### src/rtl/mem_arb_pkg.sv
`default_nettype none
// ============================================================================
// Module      : mem_arb_pkg
// Description : Shared types and helpers for the line-fill/writeback arbiter.
// Revision    : 1.0 - initial release
// ============================================================================
package mem_arb_pkg;

    typedef enum logic [2:0] {
        IDLE = 3'd0,
        AR   = 3'd1,
        R    = 3'd2,
        AW   = 3'd3,
        W    = 3'd4,
        B    = 3'd5,
        DONE = 3'd6
    } arb_state_t;

    localparam logic [1:0] AXI_BURST_INCR = 2'b01;

    // Ceiling log2; used for beat-counter width, AXI size and line offset.
    function automatic int log2Ceil(input int value);
        int result;
        result = 0;
        for (int i = 0; i < 31; i++) begin
            if ((1 << i) < value) result = i + 1;
        end
        return result;
    endfunction

endpackage
`default_nettype wire

### src/rtl/rr_arb2.sv
`default_nettype none
// ============================================================================
// Module      : rr_arb2
// Description : Two-way round-robin picker; favours the requester not granted
//               most recently when both are asking.
// Revision    : 1.0 - initial release
// ============================================================================
module rr_arb2 (
    input  logic       clk,
    input  logic       reset,
    input  logic [1:0] req,
    input  logic       en,
    output logic       gnt_idx,
    output logic       gnt_valid
);

    logic r_last;

    always_comb begin
        gnt_valid = |req;
        if (req == 2'b11) gnt_idx = ~r_last;
        else              gnt_idx = req[1];
    end

    // Reset to 1 so requester 0 wins the first contention.
    always_ff @(posedge clk or posedge reset) begin
        if (reset)                  r_last <= 1'b1;
        else if (en && gnt_valid)   r_last <= gnt_idx;
    end

endmodule
`default_nettype wire

### src/rtl/mem_arbiter.sv
`default_nettype none
// ============================================================================
// Module      : mem_arbiter
// Description : Serialises cache-line fills/writebacks from two requesters
//               onto one AXI4 master port as fixed-length INCR bursts.
// Revision    : 1.0 - initial release
// ============================================================================
module mem_arbiter
    import mem_arb_pkg::*;
#(
    parameter int ADDR_W     = 64,
    parameter int DATA_W     = 64,
    parameter int LINE_BEATS = 8
) (
    input  logic                         clk,
    input  logic                         reset,
    input  logic [1:0]                   req,
    input  logic [1:0]                   we,
    input  logic [ADDR_W-1:0]            addr0,
    input  logic [ADDR_W-1:0]            addr1,
    input  logic [DATA_W*LINE_BEATS-1:0] wline0,
    input  logic [DATA_W*LINE_BEATS-1:0] wline1,
    output logic [1:0]                   done,
    output logic [DATA_W*LINE_BEATS-1:0] rline,
    output logic                         stall_miss1,
    output logic                         stall_miss2,
    output logic                         arvalid,
    input  logic                         arready,
    output logic [ADDR_W-1:0]            araddr,
    output logic [7:0]                   arlen,
    output logic [2:0]                   arsize,
    output logic [1:0]                   arburst,
    input  logic                         rvalid,
    output logic                         rready,
    input  logic [DATA_W-1:0]            rdata,
    input  logic                         rlast,
    output logic                         awvalid,
    input  logic                         awready,
    output logic [ADDR_W-1:0]            awaddr,
    output logic [7:0]                   awlen,
    output logic [2:0]                   awsize,
    output logic [1:0]                   awburst,
    output logic                         wvalid,
    input  logic                         wready,
    output logic [DATA_W-1:0]            wdata,
    output logic                         wlast,
    input  logic                         bvalid,
    output logic                         bready
);

    localparam int                  c_BEAT_W     = log2Ceil(LINE_BEATS);
    localparam int                  c_OFFSET_W   = log2Ceil(LINE_BEATS * DATA_W / 8);
    localparam int                  c_LINE_W     = DATA_W * LINE_BEATS;
    localparam logic [c_BEAT_W-1:0] c_LAST_BEAT  = c_BEAT_W'(LINE_BEATS - 1);
    localparam logic [ADDR_W-1:0]   c_ALIGN_MASK = {ADDR_W{1'b1}} << c_OFFSET_W;
    localparam logic [7:0]          c_AXI_LEN    = 8'(LINE_BEATS - 1);
    localparam logic [2:0]          c_AXI_SIZE   = 3'(log2Ceil(DATA_W / 8));

    arb_state_t            r_state;
    arb_state_t            w_nextState;
    logic [c_BEAT_W-1:0]   r_beat;
    logic                  r_gntIdx;
    logic [ADDR_W-1:0]     r_addr;
    logic [c_LINE_W-1:0]   r_wline;
    logic [c_LINE_W-1:0]   r_rline;

    logic w_gntIdx;
    logic w_gntValid;
    logic w_grant;
    logic w_lastBeat;
    logic w_rBeatFire;
    logic w_wBeatFire;
    logic w_unused;

    // Burst length is fixed, so rlast carries no extra information.
    assign w_unused = rlast;

    rr_arb2 u_rrArb (
        .clk       (clk),
        .reset     (reset),
        .req       (req),
        .en        (r_state == IDLE),
        .gnt_idx   (w_gntIdx),
        .gnt_valid (w_gntValid)
    );

    assign w_grant     = (r_state == IDLE) && w_gntValid;
    assign w_lastBeat  = (r_beat == c_LAST_BEAT);
    assign w_rBeatFire = (r_state == R) && rvalid;
    assign w_wBeatFire = (r_state == W) && wready;

    always_ff @(posedge clk or posedge reset) begin
        if (reset) r_state <= IDLE;
        else       r_state <= w_nextState;
    end

    always_comb begin
        w_nextState = r_state;
        case (r_state)
            IDLE: if (w_gntValid) w_nextState = we[w_gntIdx] ? AW : AR;
            AR:   if (arready) w_nextState = R;
            R:    if (rvalid && w_lastBeat) w_nextState = DONE;
            AW:   if (awready) w_nextState = W;
            W:    if (wready && w_lastBeat) w_nextState = B;
            B:    if (bvalid) w_nextState = DONE;
            DONE: w_nextState = IDLE;
            default: w_nextState = IDLE;
        endcase
    end

    always_comb begin
        arvalid = 1'b0;
        rready  = 1'b0;
        awvalid = 1'b0;
        wvalid  = 1'b0;
        bready  = 1'b0;
        done    = 2'b00;
        case (r_state)
            AR:   arvalid = 1'b1;
            R:    rready  = 1'b1;
            AW:   awvalid = 1'b1;
            W:    wvalid  = 1'b1;
            B:    bready  = 1'b1;
            DONE: done[r_gntIdx] = 1'b1;
            default: ;
        endcase
    end

    // Request inputs are captured once at grant; the beat counter wraps to
    // zero on the final beat because LINE_BEATS is a power of two.
    always_ff @(posedge clk or posedge reset) begin
        if (reset) begin
            r_beat   <= '0;
            r_gntIdx <= 1'b0;
            r_addr   <= '0;
            r_wline  <= '0;
            r_rline  <= '0;
        end else begin
            if (w_grant) begin
                r_gntIdx <= w_gntIdx;
                r_addr   <= (w_gntIdx ? addr1 : addr0) & c_ALIGN_MASK;
                r_wline  <= w_gntIdx ? wline1 : wline0;
                r_beat   <= '0;
            end
            if (w_rBeatFire) begin
                r_rline[int'(r_beat) * DATA_W +: DATA_W] <= rdata;
                r_beat <= r_beat + 1'b1;
            end
            if (w_wBeatFire) r_beat <= r_beat + 1'b1;
        end
    end

    assign araddr  = r_addr;
    assign arlen   = c_AXI_LEN;
    assign arsize  = c_AXI_SIZE;
    assign arburst = AXI_BURST_INCR;
    assign awaddr  = r_addr;
    assign awlen   = c_AXI_LEN;
    assign awsize  = c_AXI_SIZE;
    assign awburst = AXI_BURST_INCR;
    assign wdata   = r_wline[int'(r_beat) * DATA_W +: DATA_W];
    assign wlast   = (r_state == W) && w_lastBeat;
    assign rline   = r_rline;

    assign stall_miss1 = req[0] & ~done[0];
    assign stall_miss2 = req[1] & ~done[1];

endmodule
`default_nettype wire

### config.mk
export PLATFORM = sky130hd
export DESIGN_NAME = mem_arbiter
export DESIGN_NICKNAME = d
export VERILOG_FILES = /design/src/rtl/mem_arb_pkg.sv /design/src/rtl/rr_arb2.sv /design/src/rtl/mem_arbiter.sv
export SDC_FILE = /design/constraint.sdc
export NUM_CORES = 2
export LEC_CHECK = 0
export CAP_MARGIN = 0
export CORE_AREA = 4 4 772 774
export CTS_BUF_LIST = sky130_fd_sc_hd__clkbuf_2 sky130_fd_sc_hd__clkbuf_4 sky130_fd_sc_hd__clkbuf_8
export CTS_CLUSTER_SIZE = 12
export DETAILED_ROUTE_END_ITERATION = 12
export DIE_AREA = 0 0 776 778
export GPL_TIMING_DRIVEN = 0
export PLACE_DENSITY = 0.32
export RECOVER_POWER = 100
export SKIP_LAST_GASP = 1
export SLEW_MARGIN = 20
export SYNTH_ARGS = -nofsm -noshare
export SYNTH_HDL_FRONTEND = slang
export SYNTH_SLANG_ARGS = --single-unit
### constraint.sdc
create_clock -name clk -period 48 [get_ports clk]
set_input_delay 7.2 -clock clk [delete_from_list [all_inputs] [get_ports clk]]
set_output_delay 7.2 -clock clk [all_outputs]
set_load 0.02 [all_outputs]
==> results.py <==
metrics = {
    "floorplan": {
        "die_w_um": 776,
        "die-area_mm2": 0.6037,
        "rows": 282,
        "die_h_um": 778,
        "start_util": 0.08451,
        "io_pins": 1968,
        "fp.coreArea_mm2": 0.5889,
    },
    "worst_setup_path": {
        "cp-start-kind": "input port",
        "r2r_end": "r_wline[263]",
        "crit_arrival_ps": 26700,
        "crit_required_ps": 48090,
        "worstSetupEndpointType": "async pin",
        "cp_max_fo": 82,
        "rr_worst_depth": 7,
        "crit_type": "in -> async",
        "reg2reg_slack_ps": 41760,
        "r2r-start": "r_state[0]",
    },
    "routing": {
        "antenna_left": 0,
        "post_drt_wl_per_cell_um": 33.35,
        "routed_via_density": 3.393,
        "routed.top_layer": "met5",
        "wl_met1_um": 194300,
        "routed_wl_um": 533400,
        "drc_errors": 0,
        "met2WireLength_um": 279500,
        "drtIter0Drc": 4274,
        "firstDrtPassIters": 5,
        "wl_met3_um": 40610,
        "vias": 54270,
    },
    "logic_synthesis": {
        "yosys.cell_types.count": 40,
        "yosys-top-cells-count": "2041 x nand2_1, 1089 x dfrtp_1, 579 x nor2_1",
        "synth_async_sr_flop_share": 1.000,
        "ys.warnings.count": 0,
        "synth-edff-count": 0,
        "synth_cells": 5516,
        "netlist_area_mm2": 0.04977,
        "avgSynthCellArea_um2": 9.022,
        "ys_seq_area_frac": 0.5481,
        "ys_seq_elements": 1090,
        "yosys.area.top_type": "dfrtp_1",
        "ys_dominant_reg_cell": "dfrtp_1",
        "synth_most_common_cell": "nand2_1",
        "yosys-top-cells-area": "dfrtp_1 55%, nand2_1 15%, a31oi_1 7.2%",
        "synth_top_area_frac": 0.5476,
    },
    "timing": {
        "worst_pin_slew_ps": 5214,
        "slew_headroom": -2.476,
        "setup_tns_ps": 0,
        "skew_ps": 135.7,
        "fin_crit_ps": 26610,
        "rsz0062_at_grt": "false",
        "finalHoldViolations": 0,
        "drv_slew": 1370,
        "setup_viol": 0,
        "fin_crit_sh": 0.5544,
        "max_freq_mhz": 37.58,
    },
    "power": {
        "p_leak_nw": 33.80,
        "vdd_drop_max_uv": 32.55,
        "powerDensity_mw_per_mm2": 61.70,
    },
    "clock_tree": {
        "cts_tree": "built",
        "clk_pin_slew_worst_paths_ps": 60,
        "root_buffer": "clkbuf_8",
        "cts_max_level": 4,
        "cts_hold_buf": 0,
        "cts_max_path_buffers": 4,
        "insertion_delay_ps": 1080,
        "post_cts_buffers": 0,
        "cts_resized": 0,
        "cts_buffers": 240,
        "cts.sinks": 1090,
    },
    "worst_hold_path": {
        "whs_path_depth": 2,
        "hold_path_class": "reg -> reg",
        "hold_path_end": "rline[196]",
        "hold_start": "rline[196]",
    },
    "run_status": {
        "outcome": "finished with violations",
        "violations": "capacitance limit, slew limit",
    },
    "layout": {
        "final_cell_area_mm2": 0.08483,
        "utilization": 0.1440,
        "final_layout_size_suffix_gt1_frac": 0.09259,
        "area_growth_syn_to_layout_pct": 70.44,
        "fillers": 67630,
        "nNetsFinal": 8983,
    },
    "flow_run": {
        "drv_cap": 37,
    },
    "global_routing": {
        "grt_pass1_wl_um": 655100,
        "grt_use_total": 0.1694,
        "grt_max_degree": 91,
        "antenna_found_initial": 335,
        "overflow": 0,
        "grt_pass1_vias": 54590,
    },
    "place": {
        "place_area_mm2": 0.07980,
        "gp_congestion": 0.8919,
        "port_buffers": 1916,
        "hpwl_um": 460000,
    },
}
==> worst max-delay path, cell delays in order <==
cell and delay (ps):
dlygate4sd3_1 550, clkinvlp_2 1790, clkbuf_1 2860, clkbuf_1 3370, clkbuf_1 3430, clkbuf_1 3850, clkbuf_1 3140
==> flip-flops by register name, summed over array words and instances (netlist names) <==
name / flops
araddr: 58
r_beat: 3
r_gntIdx: 1
r_state: 3
r_wline: 512
rline: 512
u_rrArb.r_last: 1
==> power by group <==
part	internal, mW	total, mW	switching (mW)
registers	1.25	1.54	0.290
clock network	0.639	1.16	0.519
logic	0.854	2.54	1.69
==> cell usage in the layout (no fill, tap or decap), types with 34 or more instances in the layout <==
cell | Yosys | final
buf_4 | 96 | 99
a31oi_1 | 571 | 571
dfrtp_1 | 1089 | 1089
nor2_1 | 579 | 577
dlygate4sd3_1 | 0 | 691
diode_2 | 0 | 259
clkbuf_4 | 0 | 80
nand2_1 | 2041 | 2042
mux4_2 | 128 | 128
o21ai_0 | 450 | 450
conb_1 | 2 | 38
clkbuf_2 | 0 | 34
mux2_1 | 0 | 54
clkdlybuf4s50_1 | 0 | 1225
clkbuf_8 | 0 | 305
clkbuf_1 | 327 | 397
==> cells by family (layout without fill, tap and decap cells) <==
kind of cell    Yosys count  in the layout  synth area share
simple gates           2657           2657            0.2031
flops                  1090           1090            0.5481
compound gates         1028           1028            0.1182
buf+inv                 534           2909           0.05051
mux                     197            197           0.07801
fa+ha+maj                 8              8          0.002011
other cells               2            297         0.0001509
==> per-stage QoR <==
step | hold WS [ps] | std cells | worst slack (ps) | power, mW
finish | 474.7 | 16000 | 21390 | 5.234
global route | 491.9 | 15920 | 17920 | 5.512
detailed placement | 469.7 | 15320 | 31700 | 4.302
CTS | 482.8 | 15740 | 31690 | 5.505
global placement | 462.3 | 15280 | -12210 | 4.278
floorplan | 488.5 | 5552 | 10110 | 2.584
==> how the worst max path moves through the flow <==
stage	from	to	slack (ps)	cells after the start
after detailed placement	req[1]	stall_miss2	31700	3
after global placement	reset	r_wline[443]	-12210	2
after floorplan	reset	araddr[10]	10110	1
after CTS	req[1]	stall_miss2	31690	3
after global routing	reset	r_wline[362]	17920	7
final	reset	r_wline[449]	21390	7
==> layout make-up <==
class | instances | area, µm² | share of cell area
inverter | 5 | 20.02 | 0.0002360
timing repair buffer | 1953 | 19640 | 0.2316
antenna | 259 | 648.1 | 0.007641
clock inverter | 40 | 341.6 | 0.004027
tap | 7810 | 9772 | 0.1152
multi-input combinational | 3928 | 19940 | 0.2350
buffer | 529 | 2411 | 0.02842
clock buffer | 382 | 4776 | 0.05630
sequential | 1090 | 27280 | 0.3216
==> routing by layer <==
metal | GRT usage | up-vias
met5 | 0 | -
met4 | 0.05923 | 132
met3 | 0.05112 | 705
met2 | 0.3120 | 2701
met1 | 0.1825 | 27440
li1 | - | 23290
No activity file was read; power rests on OpenSTA's default activity.
